## src/rtl/ahb_sram_pkg.sv

```systemverilog
// Shared encodings, FSM states and lane helpers for the AHB-to-SRAM bridge.
// Imported by the bridge, its interface and the lane decoder.
package ahb_sram_pkg;

    localparam logic [1:0] HTRANS_IDLE   = 2'b00;
    localparam logic [1:0] HTRANS_BUSY   = 2'b01;
    localparam logic [1:0] HTRANS_NONSEQ = 2'b10;
    localparam logic [1:0] HTRANS_SEQ    = 2'b11;

    localparam logic [2:0] HSIZE_BYTE = 3'b000;
    localparam logic [2:0] HSIZE_HALF = 3'b001;
    localparam logic [2:0] HSIZE_WORD = 3'b010;

    localparam int LANES  = 4;
    localparam int LANE_W = 8;
    localparam int DATA_W = LANES * LANE_W;

    typedef enum logic [1:0] {
        IDLE = 2'd0,
        ERR1 = 2'd1,
        ERR2 = 2'd2
    } state_t;

    // Expands per-lane enables into a per-bit mask.
    function automatic logic [DATA_W-1:0] lane_mask(input logic [LANES-1:0] lanes);
        logic [DATA_W-1:0] mask;
        mask = '0;
        for (int i = 0; i < LANES; i++) begin
            mask[i*LANE_W +: LANE_W] = {LANE_W{lanes[i]}};
        end
        return mask;
    endfunction

endpackage

```

## src/rtl/ahb_sram_bridge_if.sv

```systemverilog
// AHB slave bus plus SRAM port bundle. The slave modport is the bridge side;
// the master modport is the bus master together with the SRAM macro.
interface ahb_sram_bridge_if #(
    parameter int AW = 16
);
    import ahb_sram_pkg::*;

    logic              HSEL;
    logic              HREADY;
    logic [1:0]        HTRANS;
    logic [2:0]        HSIZE;
    logic              HWRITE;
    logic [31:0]       HADDR;
    logic [DATA_W-1:0] HWDATA;
    logic              HREADYOUT;
    logic              HRESP;
    logic [DATA_W-1:0] HRDATA;

    logic [AW-1:0]     SRAMADDR;
    logic [DATA_W-1:0] SRAMWDATA;
    logic [LANES-1:0]  SRAMWREN;
    logic              SRAMCS;
    logic [DATA_W-1:0] SRAMRDATA;

    modport slave (
        input  HSEL, HREADY, HTRANS, HSIZE, HWRITE, HADDR, HWDATA, SRAMRDATA,
        output HREADYOUT, HRESP, HRDATA, SRAMADDR, SRAMWDATA, SRAMWREN, SRAMCS
    );

    modport master (
        output HSEL, HREADY, HTRANS, HSIZE, HWRITE, HADDR, HWDATA, SRAMRDATA,
        input  HREADYOUT, HRESP, HRDATA, SRAMADDR, SRAMWDATA, SRAMWREN, SRAMCS
    );

endinterface

```

## src/rtl/ahb_sram_lane_decode.sv

```systemverilog
// Byte-lane and alignment decode for one AHB transfer.
// Lanes are forced to zero for illegal (oversized or misaligned) transfers.
module ahb_sram_lane_decode
    import ahb_sram_pkg::*;
(
    input  logic [2:0]       i_hsize,
    input  logic [1:0]       i_addr_lo,
    output logic [LANES-1:0] o_lanes,
    output logic             o_illegal
);

    assign o_illegal = (i_hsize > HSIZE_WORD)
                    || ((i_hsize == HSIZE_HALF) && i_addr_lo[0])
                    || ((i_hsize == HSIZE_WORD) && (i_addr_lo != 2'b00));

    genvar gi;
    generate
        for (gi = 0; gi < LANES; gi++) begin : g_lane
            localparam logic [1:0] LANE_IDX = 2'(gi);
            logic w_hit;
            assign w_hit = ((i_hsize == HSIZE_BYTE) && (i_addr_lo == LANE_IDX))
                        || ((i_hsize == HSIZE_HALF) && (i_addr_lo[1] == LANE_IDX[1]))
                        ||  (i_hsize == HSIZE_WORD);
            assign o_lanes[gi] = w_hit && !o_illegal;
        end
    endgenerate

endmodule

```

## src/rtl/ahb_sram_bridge.sv

```systemverilog
// Zero-wait AHB-Lite slave onto a single-port synchronous SRAM. Writes that
// collide with a read on the SRAM port park in a one-entry buffer.
module ahb_sram_bridge
    import ahb_sram_pkg::*;
#(
    parameter int AW = 16
) (
    input  logic                CLK,
    input  logic                RST,
    ahb_sram_bridge_if.slave    bus
);

    logic [LANES-1:0]  w_lanes;
    logic              w_illegal;
    logic              w_accept;
    logic              w_rd_acc;
    logic              w_wr_acc;
    logic              w_err_acc;
    logic [AW-1:0]     w_haddr_word;
    logic              w_buf_load;
    logic              w_buf_hit;
    logic [DATA_W-1:0] w_merge_mask;
    logic              w_sram_cs;
    logic [LANES-1:0]  w_sram_wren;
    logic [AW-1:0]     w_sram_addr;
    logic [DATA_W-1:0] w_sram_wdata;
    logic              w_unused;

    state_t            r_state;
    logic              r_hreadyout;
    logic              r_hresp;
    logic              r_rd_dphase;
    logic [AW-1:0]     r_rd_addr;
    logic              r_wr_dphase;
    logic [AW-1:0]     r_wr_addr;
    logic [LANES-1:0]  r_wr_lanes;
    logic              r_buf_valid;
    logic [AW-1:0]     r_buf_addr;
    logic [LANES-1:0]  r_buf_lanes;
    logic [DATA_W-1:0] r_buf_data;

    ahb_sram_lane_decode u_lane_decode (
        .i_hsize   (bus.HSIZE),
        .i_addr_lo (bus.HADDR[1:0]),
        .o_lanes   (w_lanes),
        .o_illegal (w_illegal)
    );

    // Reset also masks acceptance so nothing reaches the SRAM while RST is high.
    assign w_accept     = !RST && bus.HSEL && bus.HREADY && bus.HTRANS[1];
    assign w_rd_acc     = w_accept && !bus.HWRITE && !w_illegal;
    assign w_wr_acc     = w_accept &&  bus.HWRITE && !w_illegal;
    assign w_err_acc    = w_accept &&  w_illegal;
    assign w_haddr_word = bus.HADDR[AW+1:2];
    assign w_unused     = ^{bus.HADDR[31:AW+2], bus.HTRANS[0]};

    always_ff @(posedge CLK) begin
        if (RST) begin
            r_state     <= IDLE;
            r_hreadyout <= 1'b1;
            r_hresp     <= 1'b0;
        end else begin
            case (r_state)
                IDLE, ERR2: begin
                    if (w_err_acc) begin
                        r_state     <= ERR1;
                        r_hreadyout <= 1'b0;
                        r_hresp     <= 1'b1;
                    end else begin
                        r_state     <= IDLE;
                        r_hreadyout <= 1'b1;
                        r_hresp     <= 1'b0;
                    end
                end
                ERR1: begin
                    r_state     <= ERR2;
                    r_hreadyout <= 1'b1;
                    r_hresp     <= 1'b1;
                end
                default: begin
                    r_state     <= IDLE;
                    r_hreadyout <= 1'b1;
                    r_hresp     <= 1'b0;
                end
            endcase
        end
    end

    // A data-phase write is parked when a read owns the port or the buffer is
    // itself committing this cycle; either way the write is never lost.
    assign w_buf_load = r_wr_dphase && (w_rd_acc || r_buf_valid);

    always_ff @(posedge CLK) begin
        if (RST) begin
            r_rd_dphase <= 1'b0;
            r_wr_dphase <= 1'b0;
            r_buf_valid <= 1'b0;
        end else begin
            r_rd_dphase <= w_rd_acc;
            r_wr_dphase <= w_wr_acc;
            if (w_buf_load) begin
                r_buf_valid <= 1'b1;
            end else if (r_buf_valid && !w_rd_acc) begin
                r_buf_valid <= 1'b0;
            end
        end
    end

    always_ff @(posedge CLK) begin
        if (w_rd_acc) begin
            r_rd_addr <= w_haddr_word;
        end
        if (w_wr_acc) begin
            r_wr_addr  <= w_haddr_word;
            r_wr_lanes <= w_lanes;
        end
        if (w_buf_load) begin
            r_buf_addr  <= r_wr_addr;
            r_buf_lanes <= r_wr_lanes;
            r_buf_data  <= bus.HWDATA;
        end
    end

    // Port arbitration: accepted read, then buffered write, then live write.
    always_comb begin
        w_sram_cs    = 1'b0;
        w_sram_wren  = '0;
        w_sram_addr  = w_haddr_word;
        w_sram_wdata = bus.HWDATA;
        if (!RST) begin
            if (w_rd_acc) begin
                w_sram_cs = 1'b1;
            end else if (r_buf_valid) begin
                w_sram_cs    = 1'b1;
                w_sram_wren  = r_buf_lanes;
                w_sram_addr  = r_buf_addr;
                w_sram_wdata = r_buf_data;
            end else if (r_wr_dphase) begin
                w_sram_cs    = 1'b1;
                w_sram_wren  = r_wr_lanes;
                w_sram_addr  = r_wr_addr;
            end
        end
    end

    assign bus.SRAMCS    = w_sram_cs;
    assign bus.SRAMWREN  = w_sram_wren;
    assign bus.SRAMADDR  = w_sram_addr;
    assign bus.SRAMWDATA = w_sram_wdata;

    assign w_buf_hit    = r_buf_valid && (r_buf_addr == r_rd_addr);
    assign w_merge_mask = w_buf_hit ? lane_mask(r_buf_lanes) : '0;

    assign bus.HRDATA    = (r_rd_dphase && !RST)
                         ? ((bus.SRAMRDATA & ~w_merge_mask) | (r_buf_data & w_merge_mask))
                         : '0;
    assign bus.HREADYOUT = r_hreadyout;
    assign bus.HRESP     = r_hresp;

endmodule

```

## src/flat_wrapper.sv

```systemverilog
// flat-port wrapper written by rule: the top's interface ports become plain ports
module ahb_sram_bridge_flat import ahb_sram_pkg::*;
#(
    parameter int AW = 16
)
  (CLK, RST, bus_HSEL, bus_HREADY, bus_HTRANS, bus_HSIZE, bus_HWRITE, bus_HADDR, bus_HWDATA, bus_SRAMRDATA, bus_HREADYOUT, bus_HRESP, bus_HRDATA, bus_SRAMADDR, bus_SRAMWDATA, bus_SRAMWREN, bus_SRAMCS);
  ahb_sram_bridge_if #(.AW(AW)) bus_i ();
  input  logic CLK;
  input  logic RST;
  input wire logic [$bits(bus_i.HSEL)-1:0] bus_HSEL;
  input wire logic [$bits(bus_i.HREADY)-1:0] bus_HREADY;
  input wire logic [$bits(bus_i.HTRANS)-1:0] bus_HTRANS;
  input wire logic [$bits(bus_i.HSIZE)-1:0] bus_HSIZE;
  input wire logic [$bits(bus_i.HWRITE)-1:0] bus_HWRITE;
  input wire logic [$bits(bus_i.HADDR)-1:0] bus_HADDR;
  input wire logic [$bits(bus_i.HWDATA)-1:0] bus_HWDATA;
  input wire logic [$bits(bus_i.SRAMRDATA)-1:0] bus_SRAMRDATA;
  output wire logic [$bits(bus_i.HREADYOUT)-1:0] bus_HREADYOUT;
  output wire logic [$bits(bus_i.HRESP)-1:0] bus_HRESP;
  output wire logic [$bits(bus_i.HRDATA)-1:0] bus_HRDATA;
  output wire logic [$bits(bus_i.SRAMADDR)-1:0] bus_SRAMADDR;
  output wire logic [$bits(bus_i.SRAMWDATA)-1:0] bus_SRAMWDATA;
  output wire logic [$bits(bus_i.SRAMWREN)-1:0] bus_SRAMWREN;
  output wire logic [$bits(bus_i.SRAMCS)-1:0] bus_SRAMCS;
  assign bus_i.HSEL = bus_HSEL;
  assign bus_i.HREADY = bus_HREADY;
  assign bus_i.HTRANS = bus_HTRANS;
  assign bus_i.HSIZE = bus_HSIZE;
  assign bus_i.HWRITE = bus_HWRITE;
  assign bus_i.HADDR = bus_HADDR;
  assign bus_i.HWDATA = bus_HWDATA;
  assign bus_i.SRAMRDATA = bus_SRAMRDATA;
  assign bus_HREADYOUT = bus_i.HREADYOUT;
  assign bus_HRESP = bus_i.HRESP;
  assign bus_HRDATA = bus_i.HRDATA;
  assign bus_SRAMADDR = bus_i.SRAMADDR;
  assign bus_SRAMWDATA = bus_i.SRAMWDATA;
  assign bus_SRAMWREN = bus_i.SRAMWREN;
  assign bus_SRAMCS = bus_i.SRAMCS;
  ahb_sram_bridge #(.AW(AW)) u_core (.CLK(CLK), .RST(RST), .bus(bus_i));
endmodule
```

## config.mk

```make
export PLATFORM = sky130hd
export DESIGN_NAME = ahb_sram_bridge_flat
export DESIGN_NICKNAME = d
export VERILOG_FILES = /design/src/rtl/ahb_sram_pkg.sv /design/src/rtl/ahb_sram_bridge_if.sv /design/src/rtl/ahb_sram_lane_decode.sv /design/src/rtl/ahb_sram_bridge.sv /design/src/flat_wrapper.sv
export SDC_FILE = /design/constraint.sdc
export NUM_CORES = 1
export LEC_CHECK = 0
export ABC_AREA = 0
export ABC_CLOCK_PERIOD_IN_PS = 4000
export BUFFER_PORTS_ARGS = -buffer_cell sky130_fd_sc_hd__buf_4
export CORE_MARGIN = 3
export CORE_UTILIZATION = 48
export DETAILED_ROUTE_END_ITERATION = 10
export PLACE_DENSITY = 0.8
export SETUP_SLACK_MARGIN = 0.15
export SYNTH_ARGS = -nofsm -noshare
export SYNTH_HDL_FRONTEND = slang
export SYNTH_SLANG_ARGS = --single-unit
```

## constraint.sdc

```tcl
create_clock -name CLK -period 4 [get_ports CLK]
set_input_delay 0.8 -clock CLK [delete_from_list [all_inputs] [get_ports CLK]]
set_output_delay 0.8 -clock CLK [all_outputs]
set_load 0.05 [all_outputs]
```

==> run_results.csv <==
group,metric,value,unit
clock_tree,cts-resized-gates,0,
pwr,leakage,2.44,nW
clock_tree,post_cts_buffers,0,
sta,slew_headroom,29.9,%
die,pin_count,193,
global_route,grt_pass1_vias,3864,
global_route,grt_max_degree,34,
sta,tightestPinTransition,1.05,ns
critical_path,crit_required,3.20,ns
synthesis,yosysUniqueCellTypes,42,
critical_path,end_kind,"output port",
worst_hold_path,hold_class,"flop to flop",
placement,place_ws,0.539,ns
global_route,grt_pass1_wl,20400,um
clock_tree,clock-sinks,95,
placement,detailed_place_hpwl,9410,um
placement,place.gp.congestion,0.896,
sta,fin_skew,0.00936,ns
critical_path,crit_buf_inv,2,
clock_tree,root_buffer,"clkbuf_8",
synthesis,syn_area_per_cell,12.6,um2
die,die_x,104,um
global_route,track_usage,23.2,%
detailed_routing,vias,3856,
die,die_area,10800,um2
sta,min_period,3.54,ns
detailed_routing,wl_per_cell,19.0,um
detailed_routing,drc_errors,0,
critical_path,critPathKind,"flop to output port",
final_layout,num_antenna_cells,0,
clock_tree,cts_buffers,9,
final_layout,final_common_cell,"buf_4",
detailed_routing,first_pass_iters,4,
sta,timing.final.hold_violations,0,
detailed_routing,finalWirelength,12800,um
clock_tree,htreeDepth,3,
synthesis,netlist_area,4620,um2
sta,fin_setup_tns,0,ns
clock_tree,cts_hold_buf,0,
die,die_h,104,um
die,num_rows,35,
synthesis,synth_seq_cells,95,
die,core_area,9280,um2
critical_path,critPathMaxFanout,12,
critical_path,path_cells,"xnor2_1 -> nand4_1 -> nor3_2 -> buf_4 -> nand4_1 -> a21oi_1 -> buf_4",
status,outcome,"completed",
final_layout,drive_gt1_share,46.0,%
final_layout,area_delta_synth_final,35.4,%
pwr,peakVddDrop,0.235,mV
placement,io_buffers,177,
sta,rsz0062_at_grt,"false",
synthesis,syn_nets,473,
global_route,antenna_found_initial,0,
detailed_routing,vias_per_cell,5.76,
die,start_util,49.8,%
sta,hold_ws,0.401,ns
sta,final-setup-viol-count,0,
synthesis,seq_area_frac_synth,60.2,%
pwr,powerDensity,318,nW/um2
sta,slew_viol_final,0,
clock_tree,clk_transition_reported_paths,0.09,ns
sta,fmax,283,MHz
sta,setup_ws,0.463,ns
critical_path,critPathLaunchType,"flop",
critical_path,max_stage_delay,0.70,ns
run,timing.max_cap.violations,0,
synthesis,synth_cells,367,
global_route,grt_overflow,0,
synthesis,yosys_warnings,0,
critical_path,crit_family,"simple AND/OR/NAND/NOR gates",
sta,fin_crit_sh,88.4,%
clock_tree,cts_tree,"yes",
critical_path,crit_path_top_delay_cell,"nor3_2",
final_layout,final_net_count,642,
clock_tree,clock_path_buffers,2,
detailed_routing,drt_iter0_drc,287,
critical_path,cp.arrival,2.74,ns
final_layout,mostFrequentLayoutCells,"188 x buf_4, 88 x edfxtp_1, 35 x a21oi_1, 35 x o21ai_0, 34 x nand4_1",
clock_tree,clk_latency,0.35,ns
detailed_routing,antenna_left,0,
## logic make-up after synthesis
logic type | Yosys count | share of synthesized area, %
buffers and inverters | 39 | 4.30
AO/OA/AOI/OAI | 95 | 12.7
XOR/XNOR | 18 | 3.41
adder cells (fa/ha/maj) | 1 | 0.217
multiplexers | 32 | 7.79
flip-flops | 95 | 60.2
AND/OR/NAND/NOR | 87 | 11.4
## flip-flops by register name, indices dropped and copies added (netlist names)
| register | count |
|---|---|
| u_core.r_buf_lanes | 4 |
| u_core.r_wr_lanes | 4 |
| u_core.r_buf_addr | 16 |
| u_core.r_rd_dphase | 1 |
| u_core.r_buf_data | 32 |
| u_core.r_wr_addr | 16 |
| u_core.r_state | 2 |
| u_core.bus.HRESP | 1 |
| u_core.r_buf_valid | 1 |
| u_core.bus.HREADYOUT | 1 |
| u_core.r_wr_dphase | 1 |
| u_core.r_rd_addr | 16 |
## metrics by stage
stage / instance area [um2] / util [%] / std cells / power, mW
final: 6260 / 67.4 / 670 / 1.99
after global routing: 6260 / 67.4 / 670 / 2.07
after CTS: 6260 / 67.4 / 670 / 2.00
after detailed placement: 6070 / 65.3 / 654 / 1.38
after global placement: 6070 / 65.3 / 654 / 1.38
after floorplan: 4630 / - / 367 / 1.26
## final timing paths
check                                       start                        endpoint  slack, ns  cells past startpoint
setup reg to reg  u_core.r_buf_valid$_SDFFE_PP0P_  u_core.r_buf_data[9]$_DFFE_PP_       2.28                      2
setup / recovery  u_core.r_buf_addr[11]$_DFFE_PP_                  bus_HRDATA[26]       0.46                      7
hold / removal       u_core.r_state[1]$_SDFF_PP0_    u_core.r_state[1]$_SDFF_PP0_       0.40                      1
hold reg to reg      u_core.r_state[1]$_SDFF_PP0_    u_core.r_state[1]$_SDFF_PP0_       0.40                      1
## layer usage
layer / vias up / global-route usage (%) / share of wire (%)
met4: 0 / 6.46 / 1.5
met3: 15 / 6.02 / 7.7
met5: - / 0 / 0
met2: 177 / 40.5 / 51
li1: 1778 / - / -
met1: 1886 / 28.5 / 40
## cell usage after synthesis (all sizes together)
cell type   n  area share [%]
edfxtp     88              57
o21ai      36             4.0
a21oi      35             3.8
nand4      34             4.6
mux2       32             7.8
clkbuf     16             1.3
a221o      15             3.2
and3       15             2.0
buf        15             2.4
nor2       10            0.87
xnor2       9             1.7
xor2        9             1.7
inv         8            0.65
dfxtp       7             3.0
nor3        6            0.76
a22oi       4            0.65
nand3       4            0.43
nor4        4            0.68
nor2b       3            0.41
and2        2            0.32
nand2       2            0.22
nand2b      2            0.27
a2111oi     1            0.19
a221oi      1            0.19
a31oi       1            0.14
and4b       1            0.22
maj3        1            0.22
nand4b      1            0.19
nor3b       1            0.16
o2111ai     1            0.32
o21a        1            0.16
or2         1            0.14
or3         1            0.14
## power breakdown
group          switching, mW  internal [mW]  total [mW]
registers            0.00158           1.08        1.08
clock network          0.340          0.292       0.632
logic                  0.159          0.118       0.277
## final cells by class
type,instances,area (um2)
inverter,8,30.0
timing repair buffer,189,1430
tap,129,161
fill,723,3020
sequential,95,2780
clock buffer,9,124
clock inverter,7,70.1
multi-input combinational,233,1660
(Power assumes the default switching activity.)
